--- config.mk ---
export PLATFORM = sky130hd
export DESIGN_NAME = hsv_color_track
export DESIGN_NICKNAME = d
export VERILOG_FILES = /design/src/rtl/hsv_pkg.sv /design/src/rtl/hsv_window_cmp.sv /design/src/rtl/hsv_color_track.sv
export SDC_FILE = /design/constraint.sdc
export NUM_CORES = 1
export LEC_CHECK = 0
export BUFFER_PORTS_ARGS = -buffer_cell sky130_fd_sc_hd__buf_2
export CAP_MARGIN = 0
export CORE_AREA = 2 2 174 176
export DETAILED_ROUTE_END_ITERATION = 10
export DIE_AREA = 0 0 176 178
export MAX_ROUTING_LAYER = met4
export PLACE_DENSITY_LB_ADDON = 0.25
export SYNTH_ARGS = -nofsm -noshare
export SYNTH_HDL_FRONTEND = slang
export SYNTH_SLANG_ARGS = --single-unit
--- constraint.sdc ---
create_clock -name clk -period 6.9 [get_ports clk]
set_input_delay 1.38 -clock clk [delete_from_list [all_inputs] [get_ports clk]]
set_output_delay 1.38 -clock clk [all_outputs]
set_load 0.02 [all_outputs]
--- src/rtl/hsv_pkg.sv ---
// Shared HSV stream widths, ranges and tracker FSM state encoding.
package hsv_pkg;

  localparam int unsigned H_W = 9;
  localparam int unsigned S_W = 9;
  localparam int unsigned V_W = 8;

  localparam int unsigned H_MAX = 360;
  localparam int unsigned S_MAX = 256;

  typedef enum logic {
    WAIT = 1'b0,
    RUN  = 1'b1
  } track_state_e;

endpackage

--- src/rtl/hsv_window_cmp.sv ---
// Combinational HSV window compare; hue window wraps through 0 when h_lo > h_hi.
module hsv_window_cmp
  import hsv_pkg::*;
(
  input  logic [H_W-1:0] h,
  input  logic [S_W-1:0] s,
  input  logic [V_W-1:0] v,
  input  logic [H_W-1:0] h_lo,
  input  logic [H_W-1:0] h_hi,
  input  logic [S_W-1:0] s_lo,
  input  logic [S_W-1:0] s_hi,
  input  logic [V_W-1:0] v_lo,
  input  logic [V_W-1:0] v_hi,
  output logic           match_c
);

  logic h_match_c;
  logic s_match_c;
  logic v_match_c;

  always_comb begin
    if (h_lo <= h_hi) h_match_c = (h >= h_lo) && (h <= h_hi);
    else              h_match_c = (h >= h_lo) || (h <= h_hi);
    s_match_c = (s >= s_lo) && (s <= s_hi);
    v_match_c = (v >= v_lo) && (v <= v_hi);
    match_c   = h_match_c & s_match_c & v_match_c;
  end

endmodule

--- src/rtl/hsv_color_track.sv ---
// HSV colour keying to a 1-bit mask stream plus per-frame bounding box / hit count.
module hsv_color_track
  import hsv_pkg::*;
#(
  parameter int unsigned XW      = 12,
  parameter int unsigned YW      = 12,
  parameter int unsigned CW      = 22,
  parameter int unsigned MIN_PIX = 16
) (
  input  logic           clk,
  input  logic           reset_n,
  input  logic [H_W-1:0] hsv_h,
  input  logic [S_W-1:0] hsv_s,
  input  logic [V_W-1:0] hsv_v,
  input  logic           hsv_vs,
  input  logic           hsv_hs,
  input  logic           hsv_de,
  input  logic [H_W-1:0] h_lo,
  input  logic [H_W-1:0] h_hi,
  input  logic [S_W-1:0] s_lo,
  input  logic [S_W-1:0] s_hi,
  input  logic [V_W-1:0] v_lo,
  input  logic [V_W-1:0] v_hi,
  output logic           mask,
  output logic           mask_vs,
  output logic           mask_hs,
  output logic           mask_de,
  output logic [XW-1:0]  box_x_min,
  output logic [XW-1:0]  box_x_max,
  output logic [YW-1:0]  box_y_min,
  output logic [YW-1:0]  box_y_max,
  output logic [CW-1:0]  box_cnt,
  output logic           box_valid,
  output logic           box_update
);

  track_state_e state_q, state_d;

  logic vs_q, vs_d, de_q, de_d;
  logic [H_W-1:0] sh_h_lo_q, sh_h_lo_d, sh_h_hi_q, sh_h_hi_d;
  logic [S_W-1:0] sh_s_lo_q, sh_s_lo_d, sh_s_hi_q, sh_s_hi_d;
  logic [V_W-1:0] sh_v_lo_q, sh_v_lo_d, sh_v_hi_q, sh_v_hi_d;
  logic mask_q, mask_d, mask_vs_q, mask_vs_d, mask_hs_q, mask_hs_d, mask_de_q, mask_de_d;
  logic [XW-1:0] x_q, x_d, acc_x_min_q, acc_x_min_d, acc_x_max_q, acc_x_max_d;
  logic [YW-1:0] y_q, y_d, acc_y_min_q, acc_y_min_d, acc_y_max_q, acc_y_max_d;
  logic [CW-1:0] acc_cnt_q, acc_cnt_d;
  logic [XW-1:0] box_x_min_q, box_x_min_d, box_x_max_q, box_x_max_d;
  logic [YW-1:0] box_y_min_q, box_y_min_d, box_y_max_q, box_y_max_d;
  logic [CW-1:0] box_cnt_q, box_cnt_d;
  logic box_valid_q, box_valid_d, box_update_q, box_update_d;

  logic          fe_c, de_fall_c, win_match_c, hit_c;
  logic [XW-1:0] px_x_c;
  logic [YW-1:0] px_y_c;

  hsv_window_cmp u_cmp (
    .h       (hsv_h),
    .s       (hsv_s),
    .v       (hsv_v),
    .h_lo    (sh_h_lo_q),
    .h_hi    (sh_h_hi_q),
    .s_lo    (sh_s_lo_q),
    .s_hi    (sh_s_hi_q),
    .v_lo    (sh_v_lo_q),
    .v_hi    (sh_v_hi_q),
    .match_c (win_match_c)
  );

  assign fe_c      = hsv_vs & ~vs_q;
  assign de_fall_c = de_q & ~hsv_de;
  assign hit_c     = hsv_de & win_match_c;
  // A pixel coincident with the frame edge lands at (0,0) of the new frame.
  assign px_x_c    = fe_c ? '0 : x_q;
  assign px_y_c    = fe_c ? '0 : y_q;

  always_comb begin
    state_d      = state_q;
    vs_d         = hsv_vs;
    de_d         = hsv_de;
    sh_h_lo_d    = sh_h_lo_q;
    sh_h_hi_d    = sh_h_hi_q;
    sh_s_lo_d    = sh_s_lo_q;
    sh_s_hi_d    = sh_s_hi_q;
    sh_v_lo_d    = sh_v_lo_q;
    sh_v_hi_d    = sh_v_hi_q;
    mask_d       = hit_c;
    mask_vs_d    = hsv_vs;
    mask_hs_d    = hsv_hs;
    mask_de_d    = hsv_de;
    x_d          = x_q;
    y_d          = y_q;
    acc_x_min_d  = acc_x_min_q;
    acc_x_max_d  = acc_x_max_q;
    acc_y_min_d  = acc_y_min_q;
    acc_y_max_d  = acc_y_max_q;
    acc_cnt_d    = acc_cnt_q;
    box_x_min_d  = box_x_min_q;
    box_x_max_d  = box_x_max_q;
    box_y_min_d  = box_y_min_q;
    box_y_max_d  = box_y_max_q;
    box_cnt_d    = box_cnt_q;
    box_valid_d  = box_valid_q;
    box_update_d = 1'b0;

    if (fe_c) begin
      sh_h_lo_d = h_lo;
      sh_h_hi_d = h_hi;
      sh_s_lo_d = s_lo;
      sh_s_hi_d = s_hi;
      sh_v_lo_d = v_lo;
      sh_v_hi_d = v_hi;
    end

    if (!hsv_de)            x_d = '0;
    else if (px_x_c != '1)  x_d = px_x_c + XW'(1);
    else                    x_d = px_x_c;

    if (fe_c)                          y_d = '0;
    else if (de_fall_c && y_q != '1)   y_d = y_q + YW'(1);

    // Publish the finished frame before its accumulators are cleared.
    if (fe_c && state_q == RUN) begin
      box_x_min_d  = acc_x_min_q;
      box_x_max_d  = acc_x_max_q;
      box_y_min_d  = acc_y_min_q;
      box_y_max_d  = acc_y_max_q;
      box_cnt_d    = acc_cnt_q;
      box_valid_d  = (acc_cnt_q >= CW'(MIN_PIX));
      box_update_d = 1'b1;
    end

    if (fe_c) begin
      state_d     = RUN;
      acc_x_min_d = '1;
      acc_x_max_d = '0;
      acc_y_min_d = '1;
      acc_y_max_d = '0;
      acc_cnt_d   = '0;
    end

    if ((state_q == RUN || fe_c) && hit_c) begin
      if (px_x_c < acc_x_min_d) acc_x_min_d = px_x_c;
      if (px_x_c > acc_x_max_d) acc_x_max_d = px_x_c;
      if (px_y_c < acc_y_min_d) acc_y_min_d = px_y_c;
      if (px_y_c > acc_y_max_d) acc_y_max_d = px_y_c;
      if (acc_cnt_d != '1)      acc_cnt_d   = acc_cnt_d + CW'(1);
    end
  end

  always_ff @(posedge clk or negedge reset_n) begin
    if (!reset_n) begin
      state_q      <= WAIT;
      vs_q         <= 1'b0;
      de_q         <= 1'b0;
      sh_h_lo_q    <= '0;
      sh_h_hi_q    <= '0;
      sh_s_lo_q    <= '0;
      sh_s_hi_q    <= '0;
      sh_v_lo_q    <= '0;
      sh_v_hi_q    <= '0;
      mask_q       <= 1'b0;
      mask_vs_q    <= 1'b0;
      mask_hs_q    <= 1'b0;
      mask_de_q    <= 1'b0;
      x_q          <= '0;
      y_q          <= '0;
      acc_x_min_q  <= '1;
      acc_x_max_q  <= '0;
      acc_y_min_q  <= '1;
      acc_y_max_q  <= '0;
      acc_cnt_q    <= '0;
      box_x_min_q  <= '0;
      box_x_max_q  <= '0;
      box_y_min_q  <= '0;
      box_y_max_q  <= '0;
      box_cnt_q    <= '0;
      box_valid_q  <= 1'b0;
      box_update_q <= 1'b0;
    end else begin
      state_q      <= state_d;
      vs_q         <= vs_d;
      de_q         <= de_d;
      sh_h_lo_q    <= sh_h_lo_d;
      sh_h_hi_q    <= sh_h_hi_d;
      sh_s_lo_q    <= sh_s_lo_d;
      sh_s_hi_q    <= sh_s_hi_d;
      sh_v_lo_q    <= sh_v_lo_d;
      sh_v_hi_q    <= sh_v_hi_d;
      mask_q       <= mask_d;
      mask_vs_q    <= mask_vs_d;
      mask_hs_q    <= mask_hs_d;
      mask_de_q    <= mask_de_d;
      x_q          <= x_d;
      y_q          <= y_d;
      acc_x_min_q  <= acc_x_min_d;
      acc_x_max_q  <= acc_x_max_d;
      acc_y_min_q  <= acc_y_min_d;
      acc_y_max_q  <= acc_y_max_d;
      acc_cnt_q    <= acc_cnt_d;
      box_x_min_q  <= box_x_min_d;
      box_x_max_q  <= box_x_max_d;
      box_y_min_q  <= box_y_min_d;
      box_y_max_q  <= box_y_max_d;
      box_cnt_q    <= box_cnt_d;
      box_valid_q  <= box_valid_d;
      box_update_q <= box_update_d;
    end
  end

  assign mask       = mask_q;
  assign mask_vs    = mask_vs_q;
  assign mask_hs    = mask_hs_q;
  assign mask_de    = mask_de_q;
  assign box_x_min  = box_x_min_q;
  assign box_x_max  = box_x_max_q;
  assign box_y_min  = box_y_min_q;
  assign box_y_max  = box_y_max_q;
  assign box_cnt    = box_cnt_q;
  assign box_valid  = box_valid_q;
  assign box_update = box_update_q;

endmodule

==> results.txt, run 1 <==
- Chip Height: 178 microns
- Worst-case clock skew: 0.0177 ns
* Setup WS pre-CTS: 2.21 ns
- The wire-length estimate of the detail-placed layout is 18.9 mm.
- Relative to the synthesized area, the layout overhead comes to 16.6%.
- Width of the die: 176 microns
- Maximum number of pins on one net before global-route repair: 138
- Slew at the pin closest to its max-slew limit: 1.02 ns
- After layout, the worst setup slack is 2.77 ns.
* IO buf count: 158
- Number of antenna violations at the first check in global routing: 0
- In this run the power density over the cells is 233 mW/mm^2.
* Global-route usage over all layers: 18.0%
- Reg2reg start: mask_vs
- The critical path goes through buf_2 -> nand2b_2 -> and2_1 -> ha_1 -> nand3_1 -> nor4b_1 -> and3_1 -> a311o_1 -> and4bb_1 -> nand4b_1 -> or3_1 -> a21oi_1.
- Top layer used by detailed routing: met4
- Die footprint: 0.0313 sq mm
* # clock sinks: 223
- Summed over all nets, wire length on met2 after detailed routing comes to 12.4 mm.
- Final Core Density: 46.4%
* Unrepaired setup endpoints after global routing: false
* H-tree depth: 1
- The multi-input combinational cells in the finished layout cover a total of 0.00559 sq mm.
- EDFF count, synth: 0
* Number of gates resized after CTS: 0
- Via count of the first global-routing pass: 8,656
* Terminus of the critical flop-to-flop path: acc_cnt_q[17]
- Effective utilization at floorplan: 39.8%
- Peak supply drop: 0.000154 V
* Netlist Area Pre-Place: 0.0117 sq mm
* Root buf cell: sky130_fd_sc_hd__clkbuf_16
- Worst min-delay path endpoint: box_cnt[18]
- Syn Inst Count: 1,112
* Total via count in the routed design: 8,408
- Max-cap viol count: 0
- In the final layout, the share of cells above drive strength 1 is 23.7%.
* Achievable Freq: 242 MHz
- WL met1: 12.4 mm
- Ys async rst share: 100%
* Hold Crit Depth: 2
- Highest cell delay on the worst timing path: 0.44 ns
- For this run, the number of Yosys warnings is 0.
- In this run, synthesis produced a sequential element count of 223.
- After detailed routing, the average wire length per cell comes to 15.8 microns.
* Summed negative setup slack over all endpoints: 0 ns
* TritonCTS clock tree: done
* Number of CTS-inserted buffers: 25
- DRC violation count after routing: 0
- Length in cells of the worst reg-to-reg path: 11
- Kind of capture point of the worst setup path: flip-flop
- For this design, the CTS-stage hold fixing added 0 buffers.
* Final wirelength: 26.4 mm
* Number of distinct library cell variants in the gate-level netlist after synthesis: 60
- The first global-routing pass estimated 44.6 mm of wire.
- Synth area leader: sky130_fd_sc_hd__dfrtp_1
- Status: finished clean
* Cell area after layout: 0.0136 sq mm
- Routability-driven placement finished with a final weighted congestion of 0.830.
* Most common library cell in the layout ignoring fill and taps: sky130_fd_sc_hd__dfrtp_1
- # setup viols final: 0
* Total power: 3.17 mW
- Number of slew-limit violations in the final report: 0
* Residual antenna-violating net count after detailed routing: 0
* Source-to-sink clock delay at the later pin of the worst-skew pair: 0.53 ns
* Biggest area contributors in the synthesized netlist: sky130_fd_sc_hd__dfrtp_1 43%, sky130_fd_sc_hd__ha_1 12%, sky130_fd_sc_hd__mux2_2 6.5%
- Area fraction of the dominant cell type after synthesis: 42.6%
* Via/cell ratio: 5.05
- Max clock buf depth: 3
- For this design the top-level I/O count stands at 159.
- Leakage power: 7.19 nW
* Number of antenna diodes: 0
- Met3 layer wire length in the routed design: 1.19 mm
* Worst-case headroom to the max-slew limit: 32.1%
- After detailed placement, the total cell area comes to 0.0128 sq mm.
- For flop-to-flop paths, the worst setup slack is 3.18 ns.
- STA classifies the critical path startpoint as a primary input.
* Primary flip-flop cell chosen by synthesis mapping: sky130_fd_sc_hd__dfrtp_1
- The detailed router finished its first iteration with 352 violations.
- Registers take 0.00561 sq mm.
- For this run, the detailed router's first-pass iteration total came to 5.
* Placeable core area: 0.0294 sq mm
- Shortest clock period the worst path allows after layout: 4.13 ns
* Average cell area after synthesis: 10.5 sq um
- Sequential element share of the synthesized area: 48.0%
- Of all nets on the critical path, the largest fanout is 36.
- STA puts the critical path data arrival time at 4.56 ns.
- For the worst setup path, the data required time is 7.33 ns.
* Hold Fails Final Rpt: 0
* Fraction of the cycle the final worst path needs: 59.8%
* Number of inserted filler cells in the final layout: 2,837
- Library cell contributing the largest single delay on the critical path: sky130_fd_sc_hd__and4bb_1
- CTS clk-pin slew, worst paths: 0.06 ns
- For this run, the post-layout net count is 1,451.
* Number of setup buffers added after CTS: 0
* Synth Net Count: 1,305
- After global routing the overflow that remains totals 0.
- Number of rows created at floorplan: 63
- Most frequent cells in the layout: 199 x sky130_fd_sc_hd__dfrtp_1, 158 x sky130_fd_sc_hd__nand2_1, 157 x sky130_fd_sc_hd__buf_2
- Origin of the worst min-delay path: box_cnt[18]
* Critical path start-end classification: in2reg
* Class of the tightest hold or removal check: reg2reg
state kept, by name, indices dropped and copies added (netlist names), 9 cells and up:
| signal | cells |
|---|---|
| x_q | 12 |
| sh_s_lo_q | 9 |
| box_x_min | 12 |
| sh_s_hi_q | 9 |
| acc_x_max_q | 12 |
| sh_h_lo_q | 9 |
| box_y_min | 12 |
| acc_x_min_q | 12 |
| box_x_max | 12 |
| acc_cnt_q | 22 |
| acc_y_min_q | 12 |
| sh_h_hi_q | 9 |
| acc_y_max_q | 12 |
| box_cnt | 22 |
| y_q | 12 |
| box_y_max | 12 |
routing by layer:
| metal | up-vias | GRT usage (%) |
|---|---|---|
| li1 | 4145 | - |
| met1 | 4073 | 24.2 |
| met2 | 153 | 29.0 |
| met3 | 37 | 2.58 |
| met4 | 0 | 3.99 |
| met5 | - | - |
stage by stage:
| stage | hold slack [ns] | cells |
|---|---|---|
| after detailed placement | 0.469 | 1621 |
| after global routing | 0.508 | 1665 |
| final | 0.475 | 1665 |
| after global placement | 0.462 | 1621 |
| after floorplan | 0.450 | 1112 |
| after CTS | 0.482 | 1665 |
final cells by class:
cell class	count	share of cell area (%)
clock buffers	41	5.62
well taps	390	3.58
clock inverters	3	0.156
repair buffers	162	6.19
flip-flops and latches	223	41.2
inverters	83	2.29
multi-input cells	763	41.0
cell usage after synthesis (all sizes together) (10+ instances only):
cell type  instances
ha               110
nand3             23
nand4             20
xor2              14
o21ai             75
clkbuf            33
a21o              15
buf               10
a21oi             29
nand2b            11
and2              11
xnor2             18
nor2              58
mux2i             50
mux2              68
inv               83
and3              12
dfstp             24
nand2            159
dfrtp            199
how the worst max path moves through the flow:
stage / start / endpoint / cells past startpoint
global route: hsv_vs / acc_cnt_q[16] / 13
global placement: hsv_h[6] / acc_x_max_q[0] / 9
detailed placement: hsv_h[6] / acc_x_max_q[0] / 9
CTS: hsv_vs / acc_cnt_q[19] / 12
floorplan: hsv_vs / acc_x_max_q[0] / 14
finish: hsv_vs / acc_cnt_q[17] / 12
cell families (layout without fill, tap and decap cells):
group           after synthesis  count (layout)  synth area share [%]
fa+ha+maj                   111             111                  11.9
mux                         118             118                  10.8
compound gates              159             159                  8.65
xor+xnor                     32              32                  2.40
simple gates                343             343                  13.9
buf+inv                     126             289                  4.33
flops                       223             223                  48.0
power breakdown:
group	switching (mW)	internal [mW]	leakage, nW	total [mW]
registers	0.0390	1.40	2.81	1.44
logic	0.265	0.177	3.99	0.443
clock network	0.532	0.752	0.384	1.28
worst max-delay path, delay by kind of cell:
| kind | cells | cell delay (ns) |
|---|---|---|
| AND/OR/NAND/NOR | 8 | 2.40 |
| AO/OA/AOI/OAI | 2 | 0.46 |
| buffers and inverters | 1 | 0.11 |
| adder cells (fa/ha/maj) | 1 | 0.21 |
Note: power is estimated with default switching activity, not from simulation.
==> inputs of run 2 (changes only) <==
ABC_AREA = 1   (was unset)
CORE_AREA = 2 2 188 190   (was 2 2 174 176)
DIE_AREA = 0 0 190 192   (was 0 0 176 178)
clock period = 3.9 ns   (was 6.9 ns; I/O delays follow)
==> results.txt, run 2 <==
- Status: finished clean
- DRC violation count after routing: 0 (unchanged)
- Via count of the first global-routing pass: 12,100 (+40%)
- The wire length of the first global-routing pass came to 61.2 mm (+37%).
* Number of warnings reported in the yosys synthesis log: 0 (unchanged)
- CTS clk-pin slew, worst paths: 0.06 ns (about the same)
* TritonCTS clock tree: done
- The power per cell area came to 387 mW/mm^2 (+66%).
* Global-route usage over all layers: 21.2% (+3.2 points)
* Most used standard cell by instance count after synthesis: sky130_fd_sc_hd__nand2_1
* Netlist Area Pre-Place: 0.0136 sq mm (+16%)
- RePlAce Congestion: 0.933 (+12%)
* Top cells by count, synth: 605 x sky130_fd_sc_hd__nand2_1, 234 x sky130_fd_sc_hd__inv_1, 199 x sky130_fd_sc_hd__dfrtp_1, 131 x sky130_fd_sc_hd__nor2_1, 129 x sky130_fd_sc_hd__o21ai_0
- H-tree depth: 1 (unchanged)
* Number of inserted filler cells in the final layout: 3,426 (+21%)
- Total via count in the routed design: 12,100 (+44%)
- Residual antenna-violating net count after detailed routing: 0 (unchanged)
* Synth area leader: sky130_fd_sc_hd__dfrtp_1
- The highest net fanout along the worst path was 32 (-11%).
* Number of antenna violations at the first check in global routing: 3 (+3)
- IO buf count: 158 (unchanged)
- The synthesized area per cell came to 7.43 sq um (-29%).
- Sequential element share of the synthesized area: 41.2% (-6.8 points)
- Walking the worst path, the cells encountered are nor2_4 -> buf_4 -> nor2_1 -> ha_1 -> nand4_1 -> nor3_1 -> nand2_1 -> nand3_1 -> nand2_1 -> o21ai_0 -> nand4_1 -> nand2_1.
* IO Count: 159 (unchanged)
* Critical Path Most Common Cell: sky130_fd_sc_hd__nand2_1
- Ys async rst share: 100% (unchanged)
- Fraction of the cycle the final worst path needs: 78.0%
- Most common library cell in the layout ignoring fill and taps: sky130_fd_sc_hd__nand2_1
* Data arrival at the endpoint of the critical path: 3.51 ns (-1.05 ns)
* Setup WS pre-CTS: 0.365 ns (-1.85 ns)
- Shortest clock period the worst path allows after layout: 3.04 ns
- Class of the tightest hold or removal check: in2async
- The synthesized instance count is 1,831 (+65%).
- The number of buffer and inverter instances along the worst setup path is 1 (unchanged).
- The minimum setup slack among reg-to-reg paths is 0.86 ns (-2.32 ns).
- The largest clock skew in the final design is 0.0166 ns (-0.00115 ns).
* Final wirelength: 36.8 mm (+40%)
- The vias per cell came to 4.97 (-1.5%).
* # clock sinks: 223 (unchanged)
* Number of hold-repair buffers added at the cts stage: 0 (unchanged)
- The global route total overflow was 0 (unchanged).
* Number of setup buffers added after CTS: 0 (unchanged)
* Nets: 2,159 (+49%)
* Number of DRC markers in iteration 0: 710 (+100%)
* Crit-path leading delay family: simple AND/OR/NAND/NOR gates
* Slew at the pin closest to its max-slew limit: 0.956 ns (-0.0617 ns)
- The post-CTS resize count came to 0 (unchanged).
* Most frequent cells in the layout: 604 x sky130_fd_sc_hd__nand2_1, 233 x sky130_fd_sc_hd__inv_1, 199 x sky130_fd_sc_hd__dfrtp_1
- Width of the die: 190 microns (+8.0%)
- The core area was 0.0343 sq mm (+17%).
- The die extent in y came to 192 microns (+7.9%).
* Max-cap viol count: 0 (unchanged)
* Max clock buf depth: 3 (unchanged)
- In this run the clock root is driven by a sky130_fd_sc_hd__clkbuf_16.
- The number of hold violations in the final report came to 0 (unchanged).
* Unrepaired setup endpoints after global routing: false
- Wire per inst: 15.1 microns (-4.7%)
- The number of pins exceeding their max-slew limit in the final report was 0 (unchanged).
- By area the synthesized netlist is led by sky130_fd_sc_hd__dfrtp_1 37%, sky130_fd_sc_hd__nand2_1 17%, sky130_fd_sc_hd__ha_1 10%.
- The final total negative setup slack is 0 ns (unchanged).
- The worst-case setup margin in the final layout was 0.858 ns (-1.91 ns).
- The area of the die came to 0.0365 sq mm (+16%).
- The latest clock arrival within the worst-skew pair is 0.54 ns (about the same).
- The CTS buffer count was 26 (+4.0%).
- The critical path is of the reg2reg type.
* Synth Net Count: 2,024 (+55%)
* HPWL after detailed placement: 26.5 mm (+40%)
- STA classifies the critical path endpoint as a flip-flop.
- The largest incremental delay on the critical path was 0.43 ns (about the same).
- Area Overhead vs Synth: 15.4%
- Library cell contributing the largest single delay on the critical path: sky130_fd_sc_hd__dfrtp_1
- The number of endpoints failing setup at the final stage came to 0 (unchanged).
- Peak supply drop: 0.000305 V (+97%)
- Effective utilization at floorplan: 39.7% (-0.079 points)
- The relative max-transition margin came to 36.3% (+4.1 points).
* Total of flip-flops plus latches after synthesis: 223 (unchanged)
- Static timing analysis puts the maximum clock frequency at 329 MHz.
- Number of rows created at floorplan: 68 (+7.9%)
- Data required time of the critical path: 4.37 ns (-2.96 ns)
* Type of origin of the critical path: flip-flop
- Ratio of cells with drive above 1 in the final layout: 15.1% (-8.6 points)
* Area fraction of the dominant cell type after synthesis: 36.6% (-6.0 points)
* Leakage power: 8.32 nW (+16%)
- Number of distinct library cell variants in the gate-level netlist after synthesis: 42 (-30%)
- Maximum number of pins on one net before global-route repair: 132 (-4.3%)
- The detailed-router iteration count before antenna repair is 5 (unchanged).
- The number of enable-type register cells in the synthesized netlist was 0 (unchanged).
* Primary flip-flop cell chosen by synthesis mapping: sky130_fd_sc_hd__dfrtp_1
-- run 2: cell types whose count changed in the layout (fill, tap and decap cells not counted), moves of 12 or more --
cell                      previous run  this run
sky130_fd_sc_hd__a21oi_1            29        60
sky130_fd_sc_hd__and3_1             12         0
sky130_fd_sc_hd__buf_4               3        28
sky130_fd_sc_hd__inv_1              83       233
sky130_fd_sc_hd__mux2_2             67         0
sky130_fd_sc_hd__mux2i_1            50         0
sky130_fd_sc_hd__nand2_1           158       604
sky130_fd_sc_hd__nand3_1            23        79
sky130_fd_sc_hd__nand4_1            20        89
sky130_fd_sc_hd__nor2_1             58       130
sky130_fd_sc_hd__o21ai_0            72       129
sky130_fd_sc_hd__xnor2_1            18         2
-- run 2: worst paths after layout --
path | startpoint | end | cells after the start
worst max-delay path | mask_vs | acc_x_max_q[0] | 12
max in group asynchronous | reset_n | acc_x_min_q[2] | 2
worst min register to register | box_cnt[8] | box_cnt[8] | 2
min in group clk | hsv_hs | mask_hs | 1
worst min-delay path | reset_n | acc_cnt_q[5] | 1
worst max register to register | mask_vs | acc_x_max_q[0] | 12
-- run 2: report_power, final --
| group | internal, mW | total, mW | switching (mW) |
|---|---|---|---|
| clock | 1.47 | 2.47 | 0.999 |
| sequential | 2.52 | 2.60 | 0.0890 |
| combinational | 0.329 | 1.01 | 0.676 |
-- run 2: stage by stage --
stage / power, mW / utilization [%] / cells / hold WS, ns / area (sq um)
floorplan: 3.29 / - / 1831 / 0.453 / 13600
global placement: 3.63 / 43.2 / 2393 / 0.450 / 14800
detailed placement: 3.66 / 43.2 / 2393 / 0.454 / 14800
CTS: 6.15 / 45.8 / 2440 / 0.242 / 15700
global route: 6.44 / 45.8 / 2443 / 0.247 / 15700
finish: 6.08 / 45.8 / 2443 / 0.202 / 15700
-- run 2: cells by family (layout without fill, tap and decap cells) --
kind of cell             count (synthesis)  count (layout)  synth area share (%)
buffers and inverters                  317             471                  9.41
AO/OA/AOI/OAI                          203             203                  7.67
other                                    0               3                     0
adder cells (fa/ha/maj)                110             110                  10.1
XOR/XNOR                                 8               8                 0.515
flip-flops                             223             223                  41.2
AND/OR/NAND/NOR                        970             970                  31.1
-- run 2: final cells by class --
type,count,area (sq um),share of cell area (%)
inverter,237,891,5.67
tap,455,569,3.63
multi-input combinational,1291,6720,42.8
sequential,223,5610,35.7
antenna,3,7.51,0.0478
clock inverter,13,129,0.821
clock buffer,34,742,4.73
timing repair buffer,187,1030,6.57
-- run 2: layer usage --
| metal | vias to the layer above | GRT usage [%] | wire length [microns] |
|---|---|---|---|
| met5 | - | - | 0 |
| met4 | 0 | 6.92 | 1030 |
| met3 | 62 | 2.50 | 1610 |
| met2 | 258 | 34.8 | 17200 |
| met1 | 5676 | 27.3 | 17000 |
| li1 | 6153 | - | - |
